===== src/rtl/fetch_ctrl.sv =====
// rtl/fetch_ctrl.sv - Thumb instruction fetch controller with optional halt detection (FETCH_HALT_DETECT_EN)
module fetch_ctrl #(
    parameter int unsigned ADDR_W     = 3,
    parameter int unsigned RESET_ADDR = 0
) (
    input  logic              clk,
    input  logic              rst_n,
    output logic [ADDR_W-1:0] rom_addr,
    input  logic [31:0]       rom_data,
    output logic [15:0]       instr,
    output logic [ADDR_W-1:0] instr_pc,
    output logic              out_valid,
    input  logic              out_ready,
    input  logic              branch_valid,
    input  logic [ADDR_W-1:0] branch_target,
    output logic [15:0]       instr_count,
    output logic              halted
);

    localparam logic [1:0] S_RESET = 2'd0;
    localparam logic [1:0] S_RUN   = 2'd1;
    localparam logic [1:0] S_HALT  = 2'd2;

    localparam logic [ADDR_W-1:0] LP_RESET_PC = ADDR_W'(RESET_ADDR);

    // Thumb "B ." - a branch to itself, used by firmware as an idle loop
    localparam logic [15:0] LP_SELF_LOOP = 16'hE7FE;

    logic [1:0]        r_state;
    logic [ADDR_W-1:0] r_pc;
    logic [15:0]       r_instr;
    logic [ADDR_W-1:0] r_instr_pc;
    logic              r_valid;
    logic [15:0]       r_count;

    logic w_xfer;
    logic w_load;
    logic w_halt_hit;

    // A transfer only happens while running; out_valid is always low elsewhere
    assign w_xfer = (r_state == S_RUN) && r_valid && out_ready;
    // The output slot can take a new word when it is empty or being drained
    assign w_load = !r_valid || out_ready;

`ifdef FETCH_HALT_DETECT_EN
    assign w_halt_hit = w_xfer && (r_instr == LP_SELF_LOOP);
    assign halted     = (r_state == S_HALT);
`else
    assign w_halt_hit = 1'b0;
    assign halted     = 1'b0;
`endif

    assign rom_addr    = r_pc;
    assign instr       = r_instr;
    assign instr_pc    = r_instr_pc;
    assign out_valid   = r_valid;
    assign instr_count = r_count;

    // Transfer counter, wraps naturally at 16 bits; a branch does not cancel the transfer
    always_ff @(posedge clk) begin
        if (!rst_n) begin
            r_count <= 16'd0;
        end else if (w_xfer) begin
            r_count <= r_count + 16'd1;
        end
    end

    // Fetch state machine: PC, output slot and run/halt state
    always_ff @(posedge clk) begin
        if (!rst_n) begin
            r_state    <= S_RESET;
            r_pc       <= LP_RESET_PC;
            r_instr    <= 16'h0000;
            r_instr_pc <= '0;
            r_valid    <= 1'b0;
        end else begin
            case (r_state)
                S_RESET: begin
                    r_state <= S_RUN;
                end
                S_RUN: begin
                    if (branch_valid) begin
                        r_pc    <= branch_target;
                        r_valid <= 1'b0;
                    end else if (w_halt_hit) begin
                        r_state <= S_HALT;
                        r_valid <= 1'b0;
                    end else if (w_load) begin
                        r_instr    <= rom_data[15:0];
                        r_instr_pc <= r_pc;
                        r_valid    <= 1'b1;
                        r_pc       <= r_pc + 1'b1;
                    end
                end
                S_HALT: begin
                    if (branch_valid) begin
                        r_pc    <= branch_target;
                        r_state <= S_RUN;
                    end
                end
                default: begin
                    r_state <= S_RESET;
                    r_valid <= 1'b0;
                end
            endcase
        end
    end

endmodule

===== config.mk =====
export PLATFORM = sky130hd
export DESIGN_NAME = fetch_ctrl
export DESIGN_NICKNAME = d
export VERILOG_FILES = /design/src/rtl/fetch_ctrl.sv
export SDC_FILE = /design/constraint.sdc
export NUM_CORES = 1
export LEC_CHECK = 0
export ABC_AREA = 0
export BUFFER_PORTS_ARGS = -buffer_cell sky130_fd_sc_hd__buf_4
export CELL_PAD_IN_SITES_DETAIL_PLACEMENT = 0
export CELL_PAD_IN_SITES_GLOBAL_PLACEMENT = 1
export CORE_MARGIN = 8
export CORE_UTILIZATION = 35
export CTS_CLUSTER_SIZE = 12
export DETAILED_ROUTE_END_ITERATION = 8
export PLACE_DENSITY_LB_ADDON = 0.1
export SLEW_MARGIN = 40
export SYNTH_ARGS = -nofsm -noshare
export SYNTH_HDL_FRONTEND = slang
export SYNTH_SLANG_ARGS = --single-unit

===== constraint.sdc =====
create_clock -name clk -period 2.38 [get_ports clk]
set_clock_uncertainty 0.1 [all_clocks]
set_input_delay 0.476 -clock clk [delete_from_list [all_inputs] [get_ports clk]]
set_output_delay 0.476 -clock clk [all_outputs]
set_load 0.005 [all_outputs]

==> results of run 1 <==
==> cell usage in the layout, fill, tap and decap left out, drive strengths merged, types with 4 or more instances in the layout <==
master / synthesis / final
buf: 6 / 62
nand2: 51 / 51
dfxtp: 40 / 40
nor2: 14 / 14
a21boi: 12 / 12
a21oi: 10 / 10
nand3: 8 / 8
xnor2: 7 / 7
clkbuf: 5 / 7
mux2i: 6 / 6
nand2b: 5 / 5
nor4: 4 / 4
nor3: 4 / 4
o21ai: 4 / 4
==> stage by stage <==
stage | cells | hold slack, ns
after floorplan | 198 | 0.351
after global placement | 316 | 0.343
after detailed placement | 316 | 0.345
after CTS | 324 | 0.318
after global routing | 324 | 0.322
final | 324 | 0.325
==> area by class of cell <==
cell class / instances / area share
multi-input cells: 144 / 0.367
flip-flops and latches: 40 / 0.341
repair buffers: 62 / 0.198
clock buffers: 7 / 0.0410
well taps: 67 / 0.0357
clock inverters: 1 / 0.0128
inverters: 3 / 0.00479
==> logic make-up after synthesis <==
group | Yosys count | synth area share
compound gates | 31 | 0.116
xor+xnor | 9 | 0.0455
buf+inv | 14 | 0.0412
flops | 40 | 0.462
fa+ha+maj | 2 | 0.0144
mux | 6 | 0.0347
simple gates | 95 | 0.284
other cells | 1 | 0.00216
==> where the power goes <==
part           total [uW]  internal, uW  switching (uW)
Sequential            707           689            17.7
Combinational         129          69.9            59.3
Clock                 603           370             233
==> registers in the layout, summed over array words and instances, names as in the netlist <==
signal / flops
rom_addr: 3
out_valid: 1
instr: 16
r_state: 1
instr_pc: 3
instr_count: 16
==> cells in the mapped netlist (all sizes together) <==
cell type  count
clkbuf         5
inv            3
and2           1
nor2          14
nor3           4
o211a          1
a21oi         10
nand4          3
o21ai          4
buf            6
nand3b         1
o21a           1
mux2i          6
nor4           4
and3b          1
xor2           2
xnor2          7
conb           1
a31oi          1
nand2b         5
ha             2
a211oi         1
nand2         51
or3            3
a21boi        12
a22o           1
nand3          8
dfxtp         40
==> final timing paths <==
path / end / start / slack, ns / depth (start not counted)
setup / recovery: instr[6] / r_state[0] / 0.65 / 3
hold / removal: instr[8] / rom_data[8] / 0.33 / 3
setup reg to reg: instr[6] / r_state[0] / 0.65 / 3
hold reg to reg: instr[12] / instr[12] / 0.35 / 2
==> routing by layer <==
layer / track usage / part of all wire / vias up / wire length [microns]
met5: 0 / 0 / - / 0
met4: 0.0469 / 0.014 / 0 / 61
met3: 0.0501 / 0.087 / 7 / 371
met2: 0.170 / 0.43 / 42 / 1840
met1: 0.138 / 0.47 / 669 / 1980
li1: - / - / 773 / -
==> tightest hold or removal path: stages <==
cell and delay, ns:
buf_4 0.11, nand2_1 0.05, a21boi_1 0.05
==> flow_summary.yaml, run 1 <==
grt:
  overflow: 0
  grt_pass1_vias: 1456
  grtUsageTotal: 0.114
  grt_max_degree: 25
  grt_pass1_wl_microns: 6830
  antenna_found_initial: 0
die:
  rows: 25
  die-area_sq_mm: 0.00746
  dieHeight_microns: 86.4
  die_x_microns: 86.4
  core-area_sq_mm: 0.00475
  ios: 79
  start_util: 0.364
cts:
  cts_buffers: 5
  cts_hold_buf: 0
  cts_setup_buffers: 0
  clock_latency_ns: 0.29
  cts_buffer_depth: 2
  tritoncts: "built"
  clkSinkCount: 40
  post_cts_resized: 0
  cts-root-buf: "clkbuf_8"
  htree_num_levels: 2
  clk_pin_slew_ns: 0.08
logic_synthesis:
  synth-seq-area-share: 0.462
  synth_fp_nets: 239
  synth_cells: 198
  synth_area_sq_mm: 0.00173
  synthTopCellsByArea: "dfxtp_1 46%, nand2_1 11%, a21boi_1 5.2%"
  avgSynthCellArea_sq_um: 8.75
  yosys.cell_types.count: 36
  synth_top_cell_area_share: 0.462
  ys_ff_latch: 40
  synth_top_area_cell: "dfxtp_1"
  yosys_warnings: 0
setup_path:
  path_class: "reg2reg"
  worstPathCellList: "and3b_1 > nand2_1 > a21boi_1"
  arrival_ns: 1.86
  crit_family: "simple AND/OR/NAND/NOR gates"
  required_ns: 2.51
  critPathBufInv: 0
  endpoint_kind: "register"
  worst-path-max-fanout: 19
  critical-path-max-stage-delay_ns: 0.72
  critical-path-slowest-cell: "and3b_1"
  start_kind: "register"
route:
  wl_per_cell_microns: 13.1
  wirelength_microns: 4260
  postRouteAntennaNets: 0
  vias_per_cell: 4.60
  drtIter0Drc: 64
  vias: 1491
  drc: 0
  drtPass1Iterations: 4
sta:
  maxSlewHeadroom: 0.501
  drv_slew: 0
  rsz0062_at_grt: "false"
  setup_slack_ns: 0.651
  fin_crit_ns: 1.73
  max_freq_mhz: 578
  tightest_slew_ns: 0.748
  fin_crit_sh: 0.726
  fin_tns_setup_ns: 0
  setup-violations-final: 0
  finalHoldViolCount: 0
final_layout:
  nets: 297
  multiInputGateArea_sq_um: 861
  drive_gt1_frac: 0.307
  fillCellCount: 517
  diodes: 0
  final_util: 0.494
  finalInstanceArea_sq_mm: 0.00235
  syn_to_final_growth_pct: 35.5
  regArea_sq_um: 801
power:
  p_per_area_mw_per_mm2: 613
  power_uw: 1440
  leakage_uw: 0.00100
  ir_drop_mv: 0.391
place:
  place_congestion: 0.692
  preCtsSetupSlack_ns: 0.480
  dp_hpwl_microns: 2980
  port_buffers: 61
  dpl-instance-area_sq_mm: 0.00222
worst_hold_path:
  hold_class: "in2reg"
job:
  drv_cap: 0
outcome:
  status: "complete, no violations"
No activity file was read; power rests on OpenSTA's default activity.
==> run 2, diff against run 1 <==
CORE_UTILIZATION = 30   (was 35)
clock period = 1.5 ns   (was 2.38 ns; I/O delays follow)
==> flow_summary.yaml, run 2 (synthesized netlist as in run 1, its figures left out) <==
outcome:
  status: "complete, no violations"
setup_path:
  arrival_ns: 1.52
  worst-path-max-fanout: 7
  required_ns: 1.58
  reg2regPathDepth: 6
  path_class: "reg2reg"
  endpoint_kind: "register"
  cp-startpoint: "instr_count[0]"
  start_kind: "register"
  r2r_start: "instr_count[0]"
  rrSetupSlack_ns: 0.06
place:
  dp_hpwl_microns: 3320
  port_buffers: 61
  dpl-instance-area_sq_mm: 0.00240
  place_congestion: 0.743
route:
  vias: 1567
  drtPass1Iterations: 4
  drc: 0
  vias_per_cell: 4.44
  drtIter0Drc: 83
  postRouteAntennaNets: 0
  wl_per_cell_microns: 12.4
  wirelength_microns: 4360
sta:
  finalHoldViolCount: 0
  whs_ns: 0.148
  rsz0062_at_grt: "true"
  fin_crit_sh: 0.960
  drv_slew: 0
  fin_crit_ns: 1.44
  max_freq_mhz: 695
  setup-violations-final: 0
cts:
  clk_pin_slew_ns: 0.08
  cts_hold_buf: 0
  cts_buffers: 5
  tritoncts: "built"
  cts_buffer_depth: 2
  cts-root-buf: "clkbuf_8"
  clkSinkCount: 40
  clock_latency_ns: 0.29
  htree_num_levels: 2
die:
  core-area_sq_mm: 0.00554
  dieHeight_microns: 92
  start_util: 0.313
  die-area_sq_mm: 0.00846
  rows: 27
  die_x_microns: 92
  ios: 79
grt:
  grt_pass1_vias: 1485
  grt_max_degree: 25
  overflow: 0
  grt_pass1_wl_microns: 7470
  grtUsageTotal: 0.107
  antenna_found_initial: 0
final_layout:
  fillCellCount: 599
  final_cell_mix: "86 x buf_4, 51 x nand2_1, 38 x dfxtp_1"
  finalInstanceArea_sq_mm: 0.00253
  drive_gt1_frac: 0.374
  diodes: 0
  layout_commonest_cell: "buf_4"
  nets: 321
  syn_to_final_growth_pct: 45.8
power:
  leakage_uw: 0.00112
  ir_drop_mv: 0.446
  p_per_area_mw_per_mm2: 874
  power_uw: 2210
worst_hold_path:
  min_path_cells: 3
  hold_class: "in2reg"
  hp-start: "rom_data[6]"
job:
  drv_cap: 0
## run 2: cell count changes in the layout (fill, tap and decap cells not counted)
| cell | previous run | this run |
|---|---|---|
| clkbuf_8 | 7 | 5 |
| clkbuf_1 | 0 | 1 |
| ha_1 | 2 | 1 |
| ha_2 | 0 | 1 |
| dfxtp_1 | 40 | 38 |
| clkinv_2 | 0 | 1 |
| nor3_4 | 0 | 1 |
| nor3_2 | 1 | 0 |
| buf_4 | 62 | 86 |
| dfxtp_2 | 0 | 2 |
## run 2: metal layers
metal  vias up  global-route usage  wire [microns]
met1       694               0.143            2050
met3         5              0.0391             281
met5         -                   0               0
li1        824                   -               -
met4         0              0.0362              54
met2        44               0.154            1970
## run 2: what timing repair did
| action | in CTS | in global routing |
|---|---|---|
| pin swaps | 0 | 1 |
| buffers inserted | 1 | 1 |
| resized for setup | 3 | 1 |
| gates cloned | 0 | 0 |
| setup endpoints to repair | 1 | 7 |
## run 2: path summary, 6_finish.rpt
| check | endpoint |
|---|---|
| setup / recovery | instr_count[12] |
| hold / removal | instr[6] |
| setup reg to reg | instr_count[12] |
| hold reg to reg | instr[8] |
## run 2: layout make-up
class / count / area, sq um / share of cell area
tap: 72 / 90.1 / 0.0356
clock inverter: 2 / 35.0 / 0.0139
clock buffer: 6 / 72.6 / 0.0287
sequential: 40 / 803 / 0.318
inverter: 3 / 11.3 / 0.00446
timing repair buffer: 86 / 646 / 0.255
multi-input combinational: 144 / 870 / 0.344
## run 2: power by group
group          leakage (uW)  switching (uW)  internal, uW
combinational      0.000743            99.9           127
clock             0.0000552             370           494
sequential         0.000326            24.1          1090
## run 2: through the flow
step                       util  setup TNS [ns]  instances  setup slack (ns)
after floorplan               -               0        198            0.0535
after global placement    0.433        -0.00378        344          -0.00378
after detailed placement  0.433         -0.0201        344           -0.0201
after CTS                 0.454               0        352           0.00960
after global routing      0.456          -0.170        353           -0.0521
final                     0.456               0        353            0.0605
## run 2: critical path: stages (launching register included)
cell and delay, ns:
dfxtp_2 0.35, ha_2 0.19, nand4_4 0.15, nor3_1 0.22, buf_4 0.15, nand2_1 0.06
mux2i_1 0.12
